===== src/rtl/mips_cpu_halt_monitor.sv =====
// Halt monitor for mips_cpu_harvard: detects program completion, watchdog timeout and a bad reset
// vector, and presents them as one registered pass/fail interface.
module mips_cpu_halt_monitor #(
  parameter logic [31:0] RESET_VECTOR   = 32'hBFC00000,
  parameter logic [31:0] TIMEOUT_CYCLES = 32'd100
) (
  input  logic        clk,
  input  logic        reset,
  input  logic        clk_enable,
  input  logic        active,
  input  logic [31:0] instr_address,
  input  logic [31:0] register_v0,
  output logic        done,
  output logic        timed_out,
  output logic        bad_halt,
  output logic        vector_err,
  output logic [31:0] result,
  output logic [31:0] cycle_count,
  output logic [31:0] last_pc
);

  localparam logic [1:0] ST_RUN     = 2'd0;
  localparam logic [1:0] ST_HALTED  = 2'd1;
  localparam logic [1:0] ST_TIMEOUT = 2'd2;

  logic [1:0]  state_q, state_d;
  logic        first_fetch_q, first_fetch_d;
  logic        done_q, done_d;
  logic        timed_out_q, timed_out_d;
  logic        bad_halt_q, bad_halt_d;
  logic        vector_err_q, vector_err_d;
  logic [31:0] result_q, result_d;
  logic [31:0] cycle_count_q, cycle_count_d;
  logic [31:0] last_pc_q, last_pc_d;

  always_comb begin
    state_d       = state_q;
    first_fetch_d = first_fetch_q;
    done_d        = done_q;
    timed_out_d   = timed_out_q;
    bad_halt_d    = bad_halt_q;
    vector_err_d  = vector_err_q;
    result_d      = result_q;
    cycle_count_d = cycle_count_q;
    last_pc_d     = last_pc_q;

    // Terminal states and disabled edges leave everything untouched.
    if (clk_enable && (state_q == ST_RUN)) begin
      if (first_fetch_q) begin
        vector_err_d  = (instr_address != RESET_VECTOR);
        first_fetch_d = 1'b0;
      end
      cycle_count_d = cycle_count_q + 32'd1;
      if (active) begin
        last_pc_d = instr_address;
      end
      // Halt takes priority over a watchdog expiry on the same edge.
      if (!active) begin
        state_d    = ST_HALTED;
        done_d     = 1'b1;
        result_d   = register_v0;
        bad_halt_d = (instr_address != 32'd0);
      end else if (cycle_count_d == TIMEOUT_CYCLES) begin
        state_d     = ST_TIMEOUT;
        done_d      = 1'b1;
        timed_out_d = 1'b1;
      end
    end
  end

  always_ff @(posedge clk) begin
    if (reset) begin
      state_q       <= ST_RUN;
      first_fetch_q <= 1'b1;
      done_q        <= 1'b0;
      timed_out_q   <= 1'b0;
      bad_halt_q    <= 1'b0;
      vector_err_q  <= 1'b0;
      result_q      <= 32'd0;
      cycle_count_q <= 32'd0;
      last_pc_q     <= 32'd0;
    end else begin
      state_q       <= state_d;
      first_fetch_q <= first_fetch_d;
      done_q        <= done_d;
      timed_out_q   <= timed_out_d;
      bad_halt_q    <= bad_halt_d;
      vector_err_q  <= vector_err_d;
      result_q      <= result_d;
      cycle_count_q <= cycle_count_d;
      last_pc_q     <= last_pc_d;
    end
  end

  assign done        = done_q;
  assign timed_out   = timed_out_q;
  assign bad_halt    = bad_halt_q;
  assign vector_err  = vector_err_q;
  assign result      = result_q;
  assign cycle_count = cycle_count_q;
  assign last_pc     = last_pc_q;

endmodule


===== config.mk =====
export PLATFORM = sky130hd
export DESIGN_NAME = mips_cpu_halt_monitor
export DESIGN_NICKNAME = d
export VERILOG_FILES = /design/src/rtl/mips_cpu_halt_monitor.sv
export SDC_FILE = /design/constraint.sdc
export NUM_CORES = 1
export LEC_CHECK = 0
export CAP_MARGIN = 10
export CORE_MARGIN = 3
export CORE_UTILIZATION = 30
export DETAILED_ROUTE_END_ITERATION = 10
export DONT_BUFFER_PORTS = 1
export SKIP_CTS_REPAIR_TIMING = 1
export SLEW_MARGIN = 20
export SYNTH_ARGS = -nofsm -noshare
export SYNTH_HDL_FRONTEND = slang
export SYNTH_SLANG_ARGS = --single-unit

===== constraint.sdc =====
create_clock -name clk -period 2.6 [get_ports clk]
set_clock_uncertainty 0.15 [all_clocks]
set_input_delay 0.52 -clock clk [delete_from_list [all_inputs] [get_ports clk]]
set_output_delay 0.52 -clock clk [all_outputs]
set_load 0.03 [all_outputs]

; ---- Word level (Yosys, flattened, before mapping)
; Index checks and enable logic that the tools add are counted.
[totals]
register_bits = 103
input_bits = 68
elab_cells = 26
[classes]
eq_ne = 3
muxes = 4
bitwise = 1
add_sub_neg = 1
n_reduce_logical = 8
[ops]
columns = op, count
row1 = $add A32 B1 Y32 const B, 1
row2 = $eq A32 B7 Y1 const B, 1
row3 = $ne A32 B32 Y1 const B, 1
row4 = $reduce_bool A32 Y1, 1
row5 = $reduce_and A2 Y1, 4
row6 = $mux W2, 2
row7 = $reduce_and A3 Y1, 1
row8 = $logic_not A2 Y1, 1
row9 = $mux W1, 2
row10 = $ne A2 B1 Y1 const B, 1
row11 = $logic_and A1 B1 Y1, 1
row12 = $not A1 Y1, 1

; ---- Longest topological paths before layout
[logic_depth]
depth_word = 4
depth_mapped = 9
ltp_nobuf = 8

; ---- Worst setup path before layout
; No wires, ideal clock.
[synth_path]
kind = register to register
start = reg cycle_count_q[0] (netlist: cycle_count[0])
end = reg cycle_count_q[26] (netlist: cycle_count[26])
synth_period_minus_slack_ns = 2.411
n_path_buf = 1
path_slack_ns = 0.189
path_stages_with_launch = 9
required_ns = 2.380
t_arrival_ns = 2.190
setup_ns = 0.070
cell_sequence = dfxtp_1 > ha_1 > nand4_1 > nor3_4 > nand2_2 > or3_1 > buf_2 > or3_1 > a21oi_1
[synth_via]
elab_chain_len = 1
[synth_rtl]
columns = element, line_no
row1 = from (decl), 33  ; logic [31:0] cycle_count_q, cycle_count_d;
row2 = from (signal assigned), 90  ; cycle_count_q <= cycle_count_d;
row3 = $add A32 B1 Y32, 53  ; cycle_count_d = cycle_count_q + 32'd1;
; Every way passes these cells.
; A chain may end at the register's enable or synchronous reset.

; ---- Final worst setup path
[layout_path]
start = reg cycle_count_q[8] (netlist: cycle_count[8])
end = reg state_q[1]
[layout_via]
elab_chain_len = 4
[layout_rtl]
columns = element, line_no
row1 = $add A32 B1 Y32, 53
row2 = $eq A32 B7 Y1, 63  ; end else if (cycle_count_d == TIMEOUT_CYCLES) begin
row3 = $ne A2 B1 Y1 (no source line), -
row4 = $reduce_and A2 Y1 (no source line), -
row5 = to (signal assigned), 83  ; state_q <= state_d;
row6 = to (decl), 26  ; logic [1:0] state_q, state_d;
; Every way passes these cells.

==> impl_results.html <==
<table>
<tr><th>Metric</th><th>Value</th></tr>
<tr><th colspan="2">Finish</th></tr>
<tr><td>Share of the core filled with cells in the final layout</td><td>36.2%</td></tr>
<tr><td>Fraction of final layout cells with drive strength greater than 1</td><td>11.1%</td></tr>
<tr><td>Area delta synth-&gt;final</td><td>14.9%</td></tr>
<tr><td>Nets@finish</td><td>644</td></tr>
<tr><td>ANT cells</td><td>0</td></tr>
<tr><td>Post-layout instance area</td><td>5140 sq um</td></tr>
<tr><th colspan="2">Clocking</th></tr>
<tr><td>Clk Latency, worst-skew pair</td><td>0.34 ns</td></tr>
<tr><td>CTS tree</td><td>yes</td></tr>
<tr><td>Deepest level of the CTS H-tree</td><td>3</td></tr>
<tr><td>Clock transition time at the flip-flop clock pins of the worst setup and hold paths</td><td>0.07 ns</td></tr>
<tr><td>Clock root buffer master</td><td>sky130_fd_sc_hd__clkbuf_16</td></tr>
<tr><td>Longest Clk Path Bufs</td><td>2</td></tr>
<tr><td>Inserted Clock Buffers</td><td>9</td></tr>
<tr><td>Total number of clock tree sinks</td><td>103</td></tr>
<tr><th colspan="2">Global routing</th></tr>
<tr><td>Initial antenna violation count</td><td>0</td></tr>
<tr><td>Maximum number of pins on one net before global-route repair</td><td>105</td></tr>
<tr><td>Via count of the first global-routing pass</td><td>3,765</td></tr>
<tr><td>Aggregate global routing overflow</td><td>0</td></tr>
<tr><td>Wire length of the first global-routing pass</td><td>19,200 microns</td></tr>
<tr><td>GRT Resource Usage Total</td><td>14.7%</td></tr>
<tr><th colspan="2">Yosys</th></tr>
<tr><td>Nets in the synthesized netlist</td><td>638</td></tr>
<tr><td>Register bit total from synthesis</td><td>103</td></tr>
<tr><td>Number of library cell types mapped by synthesis</td><td>42</td></tr>
<tr><td>Fraction of post-synthesis cell area in the top cell type by area</td><td>46.1%</td></tr>
<tr><td>Cell count after synthesis</td><td>568</td></tr>
<tr><td>Register area share after synthesis</td><td>46.1%</td></tr>
<tr><td>Async set-or-reset flop fraction in the synthesized netlist</td><td>0%</td></tr>
<tr><td>Post-synth top area cell</td><td>sky130_fd_sc_hd__dfxtp_1</td></tr>
<tr><td>Most used flip-flop cell after synthesis</td><td>sky130_fd_sc_hd__dfxtp_1</td></tr>
<tr><td>Synth area leaders</td><td>sky130_fd_sc_hd__dfxtp_1 46%, sky130_fd_sc_hd__nand2_1 13%, sky130_fd_sc_hd__a21oi_1 8.1%, sky130_fd_sc_hd__nor2_1 3.8%, sky130_fd_sc_hd__xnor2_1 3.7%</td></tr>
<tr><td>Netlist Area Pre-Place</td><td>4470 sq um</td></tr>
<tr><td>Synthesis Warnings</td><td>0</td></tr>
<tr><td>EDFF count, synth</td><td>0</td></tr>
<tr><td>Synthesized area divided by synthesized cell count</td><td>7.87 sq um</td></tr>
<tr><th colspan="2">Timing</th></tr>
<tr><td>Worst-Margin Slew</td><td>0.562 ns</td></tr>
<tr><td>Min Tclk post-route</td><td>2.31 ns</td></tr>
<tr><td>Post-Route Setup TNS</td><td>0 ns</td></tr>
<tr><td>Part of the cycle the worst path needs</td><td>88.8%</td></tr>
<tr><td>RSZ-0062 raised after global routing</td><td>false</td></tr>
<tr><td>Fmax</td><td>0.433 GHz</td></tr>
<tr><td>Final count of pins violating max slew</td><td>0</td></tr>
<tr><td>Worst max-slew margin expressed relative to the limit</td><td>62.2%</td></tr>
<tr><td>Number of failing setup endpoints in the final timing report</td><td>0</td></tr>
<tr><td>Count of endpoints failing hold in the final timing report</td><td>0</td></tr>
<tr><th colspan="2">Placed design</th></tr>
<tr><td>Area after DPL</td><td>4820 sq um</td></tr>
<tr><td>HPWL after detailed placement</td><td>9000 microns</td></tr>
<tr><td>Placer congestion estimate</td><td>0.793</td></tr>
<tr><td>Port Buffers</td><td>0</td></tr>
<tr><th colspan="2">Worst setup path</th></tr>
<tr><td>Worst setup SP type</td><td>register</td></tr>
<tr><td>Worst R2R Start</td><td>cycle_count[8]</td></tr>
<tr><td>Start point of the critical path</td><td>cycle_count[8]</td></tr>
<tr><td>Kind of capture point of the worst setup path</td><td>register</td></tr>
<tr><td>Largest driver fanout on the critical path</td><td>6</td></tr>
<tr><td>Type of the setup path with the least slack</td><td>reg -&gt; reg</td></tr>
<tr><td>Arr. time, crit path</td><td>2.43 ns</td></tr>
<tr><td>FF-to-FF path depth</td><td>7</td></tr>
<tr><td>Data required time at the worst endpoint</td><td>2.72 ns</td></tr>
<tr><th colspan="2">Route</th></tr>
<tr><td>DR vias/cell</td><td>5.14</td></tr>
<tr><td>Total wirelength of the detailed-routed design</td><td>12,200 microns</td></tr>
<tr><td>Number of antenna-violating nets in the routed design</td><td>0</td></tr>
<tr><td>First DRT Iteration DRCs</td><td>269</td></tr>
<tr><td>Detailed-routing iteration count for the pre-antenna-repair pass</td><td>4</td></tr>
<tr><td>Vias post-DR</td><td>3,899</td></tr>
<tr><td>Post-detailed-route wirelength per cell</td><td>16.1 microns</td></tr>
<tr><td>Detailed-route DRC error count</td><td>0</td></tr>
<tr><th colspan="2">Die</th></tr>
<tr><td>Number of I/O pins</td><td>168</td></tr>
<tr><td>Die outline area</td><td>16,400 sq um</td></tr>
<tr><td>Starting density of the core</td><td>31.5%</td></tr>
<tr><td>DIE WIDTH</td><td>128 microns</td></tr>
<tr><td>Core outline area</td><td>14,200 sq um</td></tr>
<tr><td>Number of core rows</td><td>43</td></tr>
<tr><td>Chip Height</td><td>128 microns</td></tr>
<tr><th colspan="2">Run</th></tr>
<tr><td>Number of maximum-capacitance constraint violations</td><td>0</td></tr>
<tr><th colspan="2">Pwr</th></tr>
<tr><td>Total power consumption of the routed design</td><td>3.37 mW</td></tr>
<tr><td>Leak</td><td>1.82 nW</td></tr>
<tr><td>Maximum resistive drop on vdd</td><td>0.313 mV</td></tr>
<tr><td>Power density normalized to cell area</td><td>655 nW/um^2</td></tr>
<tr><th colspan="2">Hold path</th></tr>
<tr><td>Class of the most critical hold timing path</td><td>in -&gt; reg</td></tr>
<tr><td>Origin of the worst min-delay path</td><td>reset</td></tr>
<tr><td>Worst hold path stage count</td><td>1</td></tr>
<tr><th colspan="2">Run status</th></tr>
<tr><td>Result of the run</td><td>complete, no violations</td></tr>
</table>
[worst max-delay path: stages, from the launching register on]
cell and delay (ns):
sky130_fd_sc_hd__dfxtp_1 0.49, sky130_fd_sc_hd__nand4_1 0.16, sky130_fd_sc_hd__nor3_1 0.36, sky130_fd_sc_hd__nand3_1 0.13
sky130_fd_sc_hd__a211o_1 0.33, sky130_fd_sc_hd__nor4_2 0.35, sky130_fd_sc_hd__nand4_1 0.15, sky130_fd_sc_hd__o21ai_0 0.11
[registers in the layout, summed over array words and instances (netlist names)]
signal,flops
done,1
vector_err,1
first_fetch_q,1
last_pc,32
bad_halt,1
result,32
timed_out,1
state_q,2
cycle_count,32
[path summary, 6_finish.rpt]
path,to,slack [ns]
worst max-delay path,state_q[1],0.29
worst min-delay path,result[3],0.09
worst max register to register,state_q[1],0.29
worst min register to register,state_q[0],0.33
[cells in the final DEF (no fill, tap or decap), drive strengths merged, types with 10 or more instances in the layout]
cell / count
clkbuf: 11
nor4: 12
nor3: 14
nand3: 10
dfxtp: 103
a21oi: 72
xor2: 19
xnor2: 19
nor2: 45
buf: 38
nand4: 22
nand2: 152
[layout make-up]
cell class | instances | area [sq um]
clock buffers | 11 | 233
clock inverters | 5 | 82.6
fillers | 1478 | 9060
inverters | 3 | 11.3
multi-input cells | 419 | 2230
flip-flops and latches | 103 | 2060
well taps | 180 | 225
repair buffers | 38 | 298
[layer usage]
metal,share of wire (%),track usage [%],vias up
met5,0,0,-
met4,1.7,5.31,0
met2,48,23.9,134
met1,41,17.6,1823
li1,-,-,1930
met3,9.2,5.71,12
[cells by family after synthesis]
family / count (synthesis) / share of synthesized area (%)
AND/OR/NAND/NOR: 281 / 29.7
flip-flops: 103 / 46.1
AO/OA/AOI/OAI: 95 / 11.4
buffers and inverters: 46 / 4.11
XOR/XNOR: 38 / 7.44
multiplexers: 3 / 0.672
adder cells (fa/ha/maj): 2 / 0.560
[cell usage after synthesis, types with 9 or more instances]
cell type	n
sky130_fd_sc_hd__a21oi_1	72
sky130_fd_sc_hd__clkbuf_1	34
sky130_fd_sc_hd__dfxtp_1	103
sky130_fd_sc_hd__nand2_1	151
sky130_fd_sc_hd__nand3_1	9
sky130_fd_sc_hd__nand4_1	20
sky130_fd_sc_hd__nor2_1	45
sky130_fd_sc_hd__nor3_1	12
sky130_fd_sc_hd__nor4_1	10
sky130_fd_sc_hd__xnor2_1	19
sky130_fd_sc_hd__xor2_1	19
[report_power, final]
group | internal (mW) | leakage (nW) | switching, mW
clock | 0.846 | 0.154 | 0.581
sequential | 1.63 | 0.838 | 0.144
combinational | 0.0604 | 0.824 | 0.101
total | 2.54 | 1.82 | 0.825
[metrics by stage]
stage               std cells  hold WS (ns)  setup WS (ns)
finish                    759        0.0939          0.292
global route              759        0.0686         0.0567
CTS                       759        0.0758          0.300
detailed placement        743         0.324          0.334
global placement          743         0.311          0.370
floorplan                 568         0.291          0.189
Power figures use the tool's default switching activity.
